[src/rtl/lfsr_ber_sequencer.sv]
// lfsr_ber_sequencer: sequences one LFSR/comparator measurement run.
// Accepts a start request and latches the run parameters. It loads the seed into an external
// LFSR and then counts samples and comparator hits for the requested number of samples.
// Results stay on the outputs until the next run is accepted.
//
// Optional feature (define LFSR_LOCKUP_DETECT_EN): abort the run with err=1 when the LFSR
// value repeats between consecutive samples (stuck LFSR). Without it, err is tied low and
// every run takes exactly length samples.
//
// Reset is synchronous and active high. The port keeps its historical name rst_n.

module lfsr_ber_sequencer #(
  parameter int unsigned N = 8,
  parameter int unsigned L = 16
) (
  input  logic         clk,
  input  logic         rst_n,
  input  logic         start,
  input  logic [N-1:0] seed_in,
  input  logic [N-1:0] target_in,
  input  logic [L-1:0] length_in,
  output logic         lfsr_load,
  output logic [N-1:0] lfsr_seed,
  output logic [N-1:0] cmp_target,
  input  logic [N-1:0] lfsr_out,
  input  logic         ber_in,
  output logic         busy,
  output logic         done,
  output logic [L-1:0] sample_count,
  output logic [L-1:0] hit_count,
  output logic         err
);

  typedef enum logic [1:0] {
    StIdle,
    StLoad,
    StRun,
    StDone
  } state_e;

  state_e state_q, state_d;

  logic [N-1:0] seed_q, target_q;
  logic [L-1:0] length_q;
  logic [L-1:0] sample_q, hit_q;

  logic accept;
  logic last_sample;
  logic lock_hit;

  assign accept      = (state_q == StIdle) && start;
  // The sample taken this cycle is the last one once the count reaches length
  assign last_sample = ((sample_q + L'(1)) == length_q);

`ifdef LFSR_LOCKUP_DETECT_EN
  logic [N-1:0] prev_q;
  logic         err_q;

  // The first sample has no predecessor, so the compare starts at the second sample
  assign lock_hit = (state_q == StRun) && (sample_q != '0) && (lfsr_out == prev_q);

  // Previous-sample register and sticky lockup flag
  always_ff @(posedge clk) begin
    if (rst_n) begin
      prev_q <= '0;
      err_q  <= 1'b0;
    end else begin
      if (accept) begin
        err_q <= 1'b0;
      end else if (lock_hit) begin
        err_q <= 1'b1;
      end
      if (state_q == StRun) begin
        prev_q <= lfsr_out;
      end
    end
  end

  assign err = err_q;
`else
  logic unused_lfsr_out;

  // The LFSR value is only needed for lockup detection
  assign unused_lfsr_out = ^lfsr_out;
  assign lock_hit        = 1'b0;
  assign err             = 1'b0;
`endif

  // State register
  always_ff @(posedge clk) begin
    if (rst_n) begin
      state_q <= StIdle;
    end else begin
      state_q <= state_d;
    end
  end

  // Next-state logic
  always_comb begin
    state_d = state_q;
    unique case (state_q)
      StIdle: begin
        if (start) begin
          state_d = StLoad;
        end
      end
      StLoad: begin
        state_d = (length_q == '0) ? StDone : StRun;
      end
      StRun: begin
        if (last_sample || lock_hit) begin
          state_d = StDone;
        end
      end
      StDone: begin
        state_d = StIdle;
      end
      default: begin
        state_d = StIdle;
      end
    endcase
  end

  // Moore outputs decoded from the current state
  always_comb begin
    lfsr_load = 1'b0;
    busy      = 1'b0;
    done      = 1'b0;
    unique case (state_q)
      StIdle: begin
        busy = 1'b0;
      end
      StLoad: begin
        lfsr_load = 1'b1;
        busy      = 1'b1;
      end
      StRun: begin
        busy = 1'b1;
      end
      StDone: begin
        busy = 1'b1;
        done = 1'b1;
      end
      default: begin
        busy = 1'b0;
      end
    endcase
  end

  // Run parameters latched on accept, counters cleared on accept and stepped in RUN
  always_ff @(posedge clk) begin
    if (rst_n) begin
      seed_q   <= '0;
      target_q <= '0;
      length_q <= '0;
      sample_q <= '0;
      hit_q    <= '0;
    end else begin
      if (accept) begin
        seed_q   <= seed_in;
        target_q <= target_in;
        length_q <= length_in;
        sample_q <= '0;
        hit_q    <= '0;
      end else if (state_q == StRun) begin
        sample_q <= sample_q + L'(1);
        hit_q    <= hit_q + L'(ber_in);
      end
    end
  end

  assign lfsr_seed    = seed_q;
  assign cmp_target   = target_q;
  assign sample_count = sample_q;
  assign hit_count    = hit_q;

endmodule

[config.mk]
export PLATFORM = sky130hd
export DESIGN_NAME = lfsr_ber_sequencer
export DESIGN_NICKNAME = d
export VERILOG_FILES = /design/src/rtl/lfsr_ber_sequencer.sv
export SDC_FILE = /design/constraint.sdc
export NUM_CORES = 1
export LEC_CHECK = 0
export CORE_MARGIN = 1
export CORE_UTILIZATION = 60
export CTS_CLUSTER_SIZE = 14
export DETAILED_ROUTE_END_ITERATION = 12
export DONT_BUFFER_PORTS = 1
export HOLD_SLACK_MARGIN = 0.08
export PLACE_DENSITY = 0.76
export SLEW_MARGIN = 20
export SYNTH_ARGS = -nofsm -noshare
export SYNTH_HDL_FRONTEND = slang
export SYNTH_SLANG_ARGS = --single-unit
[constraint.sdc]
create_clock -name clk -period 3.2 [get_ports clk]
set_input_delay 0.96 -clock clk [delete_from_list [all_inputs] [get_ports clk]]
set_output_delay 0.96 -clock clk [all_outputs]
set_load 0.01 [all_outputs]
Yosys cells after proc, flatten, opt, wreduce, memory -nomap -nowiden
Cells that the tools add are included.
Widths: inputs -> output; s select.
{ "word_totals": {"register_bits": 66, "in_bits": 44, "word_cells": 27} }
{ "classes": {"n_addsub": 2, "eq_ne": 6, "muxes": 7, "n_reduce_logical": 6} }
{ "op_table": {"columns": ["op", "n"], "rows": [
  ["$add 16x1->16", 1],
  ["$add 16x1->16 const B", 1],
  ["$eq 16x16->1", 1],
  ["$logic_not 16->1", 1],
  ["$pmux 2 s4", 1],
  ["$eq 2x2->1 const B", 2],
  ["$mux 2", 2],
  ["$ne 2x2->1 const B", 2],
  ["$mux 1", 3],
  ["$reduce_or 3->1", 1],
  ["$eq 2x1->1 const B", 1],
  ["$logic_not 2->1", 1],
  ["$pmux 1 s2", 1],
  ["$reduce_and 2->1", 1],
  ["$reduce_or 2->1", 1],
  ["$logic_and 1x1->1", 1]
]} }

Longest topological paths before layout
Gate-level depths: netlist (run 1).
{ "logic_depth": {"word_depth": 4, "ltp_mapped": 10, "depth_no_buf": 9} }

Least setup slack after synthesis (run 1)
OpenSTA, ideal clock, no wires.
{ "synth_path": {"path_type": "register to register", "start": "reg sample_q[0], in the netlist sample_count[0]", "end": "reg state_q[0]", "arrival_ps": 2784, "required_time_ps": 3079, "path_slack_ps": 295, "path_stages_with_launch": 11, "period_less_slack_ps": 2905, "path_cell_list": "dfxtp_1 ha_1 buf_4 and4_4 and4_1 buf_4 nand3_2 or4b_2 a311oi_1 a31oi_1 mux2_4"} }
{ "synth_between": {"elab_chain_len": 4} }
{ "synth_lines": {"columns": ["item", "line", "rtl"], "rows": [
  ["start, declared", "45", "logic [L-1:0] sample_q, hit_q;"],
  ["start signal, assigned", "166", "sample_q <= sample_q + L'(1);"],
  ["$add 16x1->16", "53", "assign last_sample = ((sample_q + L'(1)) == length_q);"],
  ["$eq 16x16->1", "53", null],
  ["$ne 2x2->1 (no line)", null, null],
  ["$reduce_and 2->1 (no line)", null, null],
  ["end signal, assigned", "92", "state_q <= StIdle;"],
  ["end signal, assigned", "94", "state_q <= state_d;"],
  ["end, declared", "41", "state_e state_q, state_d;"]
]} }
No other way between the ends.
A chain may end at the register's enable or synchronous reset.

Worst setup path in the final report (run 1)
Ends and elaborated chain as after synthesis.

==> results by group, run 1 <==
Timing
  • Total negative slack: 0 ns
  • Setup Skew: 0.00549 ns
  • Min Tclk post-route: between 2 and 3 ns
  • Period utilization: roughly 86%
  • Top achievable clock speed: between 0.3 and 0.4 GHz
  • Final Setup Violations: 0
  • RSZ-0062 raised after global routing: false
  • Final hold vios: 0
  • Crit path setup slack, layout: 0.433 ns
  • Pins Over Slew Limit: 0
  • Fin Hold WS: 0.482 ns

Place
  • DPL Wire Length: between 4000 and 5000 microns
  • Final Wtd Congestion: around 0.82
  • PortBufs: 0
  • Pre-CTS setup slack: ~0.48 ns

Detailed routing
  • Initial DRC count: about 170
  • # DRC: 0
  • Via density: ~5.7
  • Via Count: ~2700
  • Routed Antenna Nets: 0
  • WL final: between 6000 and 7000 microns
  • Routed len/inst: ~14 microns
  • First-pass detailed-route iteration total: 4

Yosys
  • Post-synth EDFFs: 0
  • Leading post-synthesis cells by cell area: dfxtp_1 (42%), nand2_1 (9.3%), xor2_1 (7.5%), a21oi_1 (6.2%), xnor2_1 (5.3%)
  • Avg Inst Size Synth: between 7 and 8 sq um
  • Area leader, netlist: dfxtp_1
  • Synth unique cells: 39
  • Primary FF master, synth: dfxtp_1
  • Synthesized flop and latch total: 66
  • Synthesized cell area: ~3200 sq um
  • Register area share after synthesis: about two fifths
  • Post-Synthesis Cells: 395
  • Mapped Nets: approximately 450
  • Area share of the largest cell type after synthesis: a little over two fifths
  • Synth Warn #: 0
  • Post-synth ARST share: 0%

Finish
  • Fin nets: around 450
  • FILL cells: between 400 and 500
  • N_diodes: 0
  • Commonest non-fill, non-tap cells in the layout: nand2_1 (78), dfxtp_1 (66), nor2_1 (43), a21oi_1 (39), xor2_1 (27)
  • Core Util, Final: approximately two thirds
  • P&R area growth vs syn: 9.20%
  • Layout cells sized above 1: under 10%
  • Commonest non-fill, non-tap cell in the layout: nand2_1

Global routing
  • Largest net degree at the start of global routing: 38
  • Initial antenna violation count: 0
  • GR Overflow Total: 0
  • Via count of the first global-routing pass: approximately 2400
  • Overall Global Routing Usage: between 20 and 30%
  • First-pass GRT wire length: roughly 11000 microns

Worst setup path
  • Critical Path AT: 3.01 ns
  • Crit Path Category: reg -> reg
  • Req. time, crit path: between 3 and 4 ns
  • Startpoint type of the worst setup path: register
  • Critical-path cell list: ha_1 > and4_4 > and4_1 > nand3_2 > or4b_2 > a311oi_1 > a31oi_1 > mux2_4
  • Crit path capture type: register
  • Worst stage delay on the critical path: 0.65 ns
  • CP bufs+invs: 0
  • Critical path's slowest cell: or4b_2
  • Crit path max fanout: 4
  • Delay-heaviest family, CP: simple AND/OR/NAND/NOR gates

Floorplanning
  • Row cnt: 26
  • Initial core utilization: between 60% and 70%
  • Die H: 74.5 microns
  • Die Footprint: 5550 sq um
  • Die Width: between 70 and 80 microns
  • Ports: 96
  • Core region area: about 5100 sq um

CTS
  • Clock Tree Root: clkbuf_8
  • CTS Buf Count: 9
  • Setup Buffers After CTS: 0
  • H-tree depth: 3
  • Buffer levels on the longest clock path: 2
  • Post-CTS sizing: 0
  • # hold bufs at CTS: 0
  • CTS tree: built
  • Clk_lat worst skew: 0.35 ns
  • Reg clk slew, reported paths: about 0.07 ns
  • CTS Sinks: 66

Power
  • Leak: between 1 and 1.5 nW
  • Max rail drop VDD: approximately 0.46 mV
  • Power per cell area: about 670 nW/um^2
  • Pwr Total: approximately 2.3 mW

Run status
  • Status: complete, no violations

Min path
  • HP Class: reg -> reg

Flow run
  • Max-cap violations: 0
[path summary, 6_finish.rpt]
kind / from / end / slack [ns] / cells after the start
setup / recovery: sample_count[0]$_SDFFE_PP0N_ / state_q[0]$_SDFFE_PP0P_ / 0.43 / 8
hold / removal: length_q[0]$_SDFFE_PP0P_ / length_q[0]$_SDFFE_PP0P_ / 0.48 / 2
setup reg to reg: sample_count[0]$_SDFFE_PP0N_ / state_q[0]$_SDFFE_PP0P_ / 0.43 / 8
hold reg to reg: length_q[0]$_SDFFE_PP0P_ / length_q[0]$_SDFFE_PP0P_ / 0.48 / 2
[routing by layer]
layer	vias to the layer above	share of wire [%]	track usage [%]	wire, microns
li1	1320	-	-	-
met1	1237	42	29.2	2870
met5	-	0	0	0
met4	0	1.7	12.2	119
met3	11	7.8	8.67	531
met2	101	48	41.8	3290
[synthesized netlist by cell type (2+ instances only)]
master / number
a21oi_1: 39
a31oi_1: 2
and2_1: 2
and3_1: 3
and4_1: 2
buf_4: 5
clkbuf_1: 18
dfxtp_1: 66
ha_1: 8
inv_1: 5
mux2i_1: 4
nand2_1: 78
nand2b_1: 4
nand3_1: 21
nand4_1: 9
nor2_1: 43
nor3_1: 5
nor4_1: 4
o21ai_0: 9
or3_1: 4
or4b_2: 2
xnor2_1: 19
xor2_1: 27
[sequential cells by signal, indices dropped and copies added, names as in the netlist]
register and flops:
hit_count 16, length_q 16, sample_count 16, cmp_target 8, lfsr_seed 8, state_q 2
[report_power, final]
group	switching, mW	leakage, nW	total (mW)	internal (mW)
logic	0.354	0.621	0.575	0.221
registers	0.0997	0.537	1.01	0.913
clock network	0.307	0.106	0.726	0.418
total	0.761	1.26	2.31	1.55
[cells by family (layout without fill, tap and decap cells)]
logic type | count (synthesis) | in the layout | share of synthesized area [%]
DFF | 66 | 66 | 41.9
xor gates and xnor gates | 46 | 46 | 12.8
buffers and inverters | 30 | 35 | 4.20
muxes | 5 | 5 | 1.74
other | 1 | 1 | 0.119
adders and majority gates | 8 | 8 | 3.17
and+or+nand+nor | 183 | 183 | 26.5
AOI/OAI and AO/OA | 56 | 56 | 9.64
[stage by stage]
stage | cells | instance area [sq um]
finish | 470 | 3450
global route | 470 | 3450
CTS | 470 | 3450
detailed placement | 455 | 3240
global placement | 455 | 3240
floorplan | 395 | 3160
[worst min-delay path: stages, from the launching register on]
cell     delay, ns
dfxtp_1       0.33
nand2_1       0.06
a21oi_1       0.05
[area by class of cell]
cell class	instances	area, sq um	area share (%)
Timing Repair Buffer	15	113	3.27
Tap cell	70	87.6	2.54
Clock buffer	13	169	4.90
Multi-Input combinational cell	299	1700	49.4
Inverter	5	18.8	0.545
Sequential cell	66	1320	38.3
Clock inverter	2	35.0	1.02
Power figures use the tool's default switching activity.
==> run 2: changes to the inputs <==
- CORE_UTILIZATION: 60 -> 63
- PLACE_DENSITY: 0.76 -> 0.79
- RECOVER_POWER: not set -> 25
- REMOVE_ABC_BUFFERS: not set -> 1
==> results by group, run 2 (same netlist as run 1, synthesis figures left out) <==
Power
  • Combinational power share: between 20% and 30%
  • Int Pwr: ~1.5 mW
  • Pwr Total: between 2 and 2.5 mW
  • Sequential power share: between 40% and 50%
  • Sw Ratio: 33.4%
  • Max rail drop VDD: approximately 0.43 mV
  • Leak: ~1.2 nW
  • Clk pwr share: about a third
  • Switch Pwr: approximately 0.77 mW
  • Power per cell area: between 600 and 700 nW/um^2

Timing
  • Max-slew headroom: between 10% and 20%
  • RSZ-0062 raised after global routing: false
  • Pins Over Slew Limit: 0
  • Period utilization: about 90%
  • Min Tclk post-route: 2.89 ns
  • Final hold vios: 0
  • Setup Skew: 0.0123 ns
  • Top achievable clock speed: approximately 0.35 GHz
  • Worst-Margin Slew: 1.31 ns
  • Total negative slack: 0 ns
  • Final Setup Violations: 0

Finish
  • N_diodes: 0
  • Commonest non-fill, non-tap cell in the layout: nand2_1
  • Layout cells sized above 1: between 7 and 8%
  • Fin nets: between 400 and 500
  • Fin area: between 3000 and 4000 sq um
  • P&R area growth vs syn: 8.13%
  • Commonest non-fill, non-tap cells in the layout: nand2_1 (78), dfxtp_1 (66), nor2_1 (43), a21oi_1 (39), xor2_1 (27)

Place
  • DP Area: about 3200 sq um
  • DPL Wire Length: 4520 microns
  • Final Wtd Congestion: 0.865
  • PortBufs: 0

Global routing
  • Via count of the first global-routing pass: between 2000 and 2500
  • Initial antenna violation count: 0
  • First-pass GRT wire length: 10000 microns
  • Largest net degree at the start of global routing: 38
  • GR Overflow Total: 0
  • Overall Global Routing Usage: between 20% and 30%

Flow run
  • Max-cap violations: 0

CTS
  • Buffer levels on the longest clock path: 2
  • H-tree depth: 3
  • CTS tree: built
  • Clock Tree Root: clkbuf_8
  • CTS Sinks: 66
  • CTS Buf Count: 9
  • Reg clk slew, reported paths: ~0.080 ns
  • Clk_lat worst skew: roughly 0.33 ns
  • Setup Buffers After CTS: 0
  • # hold bufs at CTS: 0
  • Post-CTS sizing: 0

Worst setup path
  • Req. time, crit path: around 3.4 ns
  • Crit Path Category: reg -> reg
  • Crit path capture type: register
  • Startpoint type of the worst setup path: register
  • Crit path max fanout: 7
  • Critical Path AT: 3.12 ns
  • Flop-to-flop setup slack: between 0.3 and 0.4 ns

Detailed routing
  • # DRC: 0
  • Routed len/inst: 13.8 microns
  • Routed Antenna Nets: 0
  • WL final: about 6400 microns
  • Via Count: roughly 2600
  • Initial DRC count: 184
  • First-pass detailed-route iteration total: 4
  • Via density: roughly 5.7

Floorplanning
  • Initial core utilization: 65.9%
  • Ports: 96
  • Die Footprint: roughly 5300 sq um
  • Core region area: 4790 sq um
  • Die H: 72.8 microns
  • Row cnt: 25
  • Die Width: about 73 microns

Min path
  • HP Class: reg -> reg

Run status
  • Status: complete, no violations
[run 2: cell types whose count changed in the layout (fill, tap and decap cells not counted)]
cell and delta:
buf_4 -6, and2_0 +1, and2_1 -1, clkbuf_1 +1, clkbuf_8 -1, clkinv_4 +1, clkinvlp_4 +1, inv_6 +1
[run 2: area by class of cell]
cell class                 instances  area, sq um
inverter                           5         18.8
tap                               67         83.8
clock inverter                     5         60.1
fill                             401         1370
sequential                        66         1320
clock buffer                      11          151
timing repair buffer              11         75.1
multi-input combinational        299         1700
[run 2: metrics by stage]
step	std cells	hold slack [ns]	util (%)	setup slack, ns
final	464	0.482	71.3	0.314
after global routing	464	0.509	71.3	0.204
after CTS	464	0.485	71.5	0.327
after detailed placement	448	0.475	67.0	0.328
after global placement	448	0.470	67.0	0.361
after floorplan	370	0.450	-	0.225
[run 2: per-layer routing]
| layer | part of all wire [%] | track usage [%] |
|---|---|---|
| met4 | 0.92 | 11.5 |
| met5 | 0 | 0 |
| met1 | 45 | 31.2 |
| met2 | 48 | 38.3 |
| met3 | 6.4 | 7.18 |
[run 2: critical path, cell delays in order (launching register included)]
cell      delay, ns
dfxtp_1        0.48
ha_1           0.24
and4_4         0.25
and4_1         0.24
nand3_2        0.10
or4b_2         0.65
a311oi_1       0.32
a31oi_1        0.19
mux2_4         0.33
[run 2: path summary, 6_finish.rpt]
check	end	start	cells after the start
worst max-delay path	state_q[0]$_SDFFE_PP0P_	sample_count[1]$_SDFFE_PP0N_	8
worst min-delay path	length_q[14]$_SDFFE_PP0P_	length_q[14]$_SDFFE_PP0P_	2
worst max register to register	state_q[0]$_SDFFE_PP0P_	sample_count[1]$_SDFFE_PP0N_	8
worst min register to register	length_q[14]$_SDFFE_PP0P_	length_q[14]$_SDFFE_PP0P_	2
[run 2: power by group through the flow]
stage,combinational [mW],sequential (mW),clock (mW)
after global routing,0.620,1.03,0.774
after CTS,0.559,1.01,0.743
after detailed placement,0.556,1.03,0
after floorplan,0.418,1.01,0
final,0.546,1.02,0.732
after global placement,0.539,1.03,0
==> run 3: changes to the inputs <==
- clock period: 3.2 -> 3.3 ns (I/O delays scaled with it)
==> results by group, run 3 (same netlist as run 1, synthesis figures left out) <==
Run status
  • Status: complete, no violations

Min path
  • Worst hold path startpoint: length_q[5]$_SDFFE_PP0P_
  • Hold Path Depth: 2
  • HP Class: reg -> reg

Place
  • Final Wtd Congestion: 0.874
  • Pre-CTS setup slack: about 0.40 ns
  • Dpl cells: approximately 450
  • PortBufs: 0
  • DP Area: ~3200 sq um
  • DPL Wire Length: around 4600 microns

Floorplanning
  • Die Width: 72.8 microns
  • Core region area: roughly 4800 sq um
  • Row cnt: 25
  • Initial core utilization: roughly two thirds
  • Die Footprint: about 5300 sq um
  • Die H: 72.8 microns
  • Ports: 96

Worst setup path
  • Critical path's slowest cell: or4b_2
  • R2R depth: 8
  • FF-to-FF Start: sample_count[1]$_SDFFE_PP0N_
  • Critical Path AT: around 3.2 ns
  • Req. time, crit path: about 3.5 ns
  • WP depth: 8
  • Startpoint type of the worst setup path: register
  • Crit path capture type: register
  • Crit Path Category: reg -> reg
  • CP bufs+invs: 0
  • Worst stage delay on the critical path: 0.65 ns
  • Crit path max fanout: 7
  • Crit path from: sample_count[1]$_SDFFE_PP0N_
  • Critical-path cell list: ha_1 > and4_4 > and4_1 > nand3_2 > or4b_2 > a311oi_1 > a31oi_1 > mux2_4
  • Delay-heaviest family, CP: simple AND/OR/NAND/NOR gates

Flow run
  • Max-cap violations: 0

CTS
  • CTS Buf Count: 9
  • # hold bufs at CTS: 0
  • Buffer levels on the longest clock path: 2
  • Post-CTS sizing: 0
  • Setup Buffers After CTS: 0
  • CTS tree: built
  • H-tree depth: 3
  • CTS Sinks: 66
  • Clock Tree Root: clkbuf_8
  • Reg clk slew, reported paths: ~0.07 ns
  • Clk_lat worst skew: ~0.34 ns

Global routing
  • Largest net degree at the start of global routing: 38
  • Initial antenna violation count: 0
  • First-pass GRT wire length: around 11000 microns
  • Via count of the first global-routing pass: 2461
  • Overall Global Routing Usage: roughly a quarter
  • GR Overflow Total: 0

Detailed routing
  • Initial DRC count: around 160
  • # DRC: 0
  • WL final: just under 7000 microns
  • Via density: approximately 5.6
  • Via Count: around 2600
  • First-pass detailed-route iteration total: 4
  • Routed Antenna Nets: 0
  • Routed len/inst: between 10 and 15 microns

Timing
  • Period utilization: between 80 and 90%
  • Total negative slack: 0 ns
  • RSZ-0062 raised after global routing: false
  • Min Tclk post-route: 2.94 ns
  • Worst-Margin Slew: roughly 0.94 ns
  • Crit path setup slack, layout: between 0.3 and 0.4 ns
  • Final Setup Violations: 0
  • Pins Over Slew Limit: 0
  • Fin Hold WS: roughly 0.5 ns
  • Max-slew headroom: ~37%
  • Setup Skew: 0.0127 ns
  • Final hold vios: 0
  • Top achievable clock speed: between 0.3 and 0.4 GHz

Finish
  • Fin nets: between 400 and 500
  • Commonest non-fill, non-tap cells in the layout: nand2_1 (78), dfxtp_1 (66), nor2_1 (43), a21oi_1 (39), xor2_1 (27)
  • Layout cells sized above 1: ~7.3%
  • N_diodes: 0
  • Fin area: roughly 3400 sq um
  • Non-Filler Instances: 464
  • P&R area growth vs syn: 7.93%
  • Commonest non-fill, non-tap cell in the layout: nand2_1

Power
  • Power per cell area: about 650 nW/um^2
  • Leak: about 1.2 nW
  • Max rail drop VDD: 0.441 mV
==> run 3: cell count changes in the layout (fill, tap and decap cells not counted) <==
cell,before,now
inv_6,1,0
clkinvlp_4,1,2
clkbuf_1,2,3
clkinv_4,1,0
==> run 3: area by class of cell <==
cell class | count | area [sq um]
flip-flops and latches | 66 | 1320
clock inverters | 4 | 50.0
well taps | 67 | 83.8
multi-input cells | 299 | 1700
inverters | 5 | 18.8
repair buffers | 11 | 75.1
clock buffers | 12 | 155
fillers | 388 | 1380
==> run 3: final timing paths <==
kind | end | slack (ns)
setup reg to reg | state_q[0]$_SDFFE_PP0P_ | 0.36
hold reg to reg | length_q[5]$_SDFFE_PP0P_ | 0.49
setup / recovery | state_q[0]$_SDFFE_PP0P_ | 0.36
hold / removal | length_q[5]$_SDFFE_PP0P_ | 0.49
==> run 3: where the power goes <==
group / switching [mW] / internal, mW / total [mW]
Sequential: 0.101 / 0.885 / 0.986
Clock: 0.315 / 0.389 / 0.704
Combinational: 0.337 / 0.201 / 0.537
Total: 0.752 / 1.48 / 2.23
==> run 3: tightest hold or removal path, delay by kind of cell, from the launching register on <==
| kind | cells | cell delay, ns |
|---|---|---|
| and+or+nand+nor | 1 | 0.06 |
| DFF | 1 | 0.33 |
| AOI/OAI and AO/OA | 1 | 0.06 |
==> run 3: per-layer routing <==
layer  up-vias  share of wire, %  global-route usage, %  wire, microns
met1      1211                43                   32.1           2930
met3        11               6.6                   7.46            446
met2        83                49                   44.0           3300
met5         -                 0                      0              0
li1       1314                 -                      -              -
met4         0               1.3                   12.4             90
==> run 3: through the flow <==
stage | utilization [%] | power, mW
2_1_floorplan | - | 1.39
3_3_place_gp | 67.0 | 1.52
3_5_place_dp | 67.0 | 1.55
4_1_cts | 71.3 | 2.24
5_1_grt | 71.2 | 2.34
6_report | 71.2 | 2.23
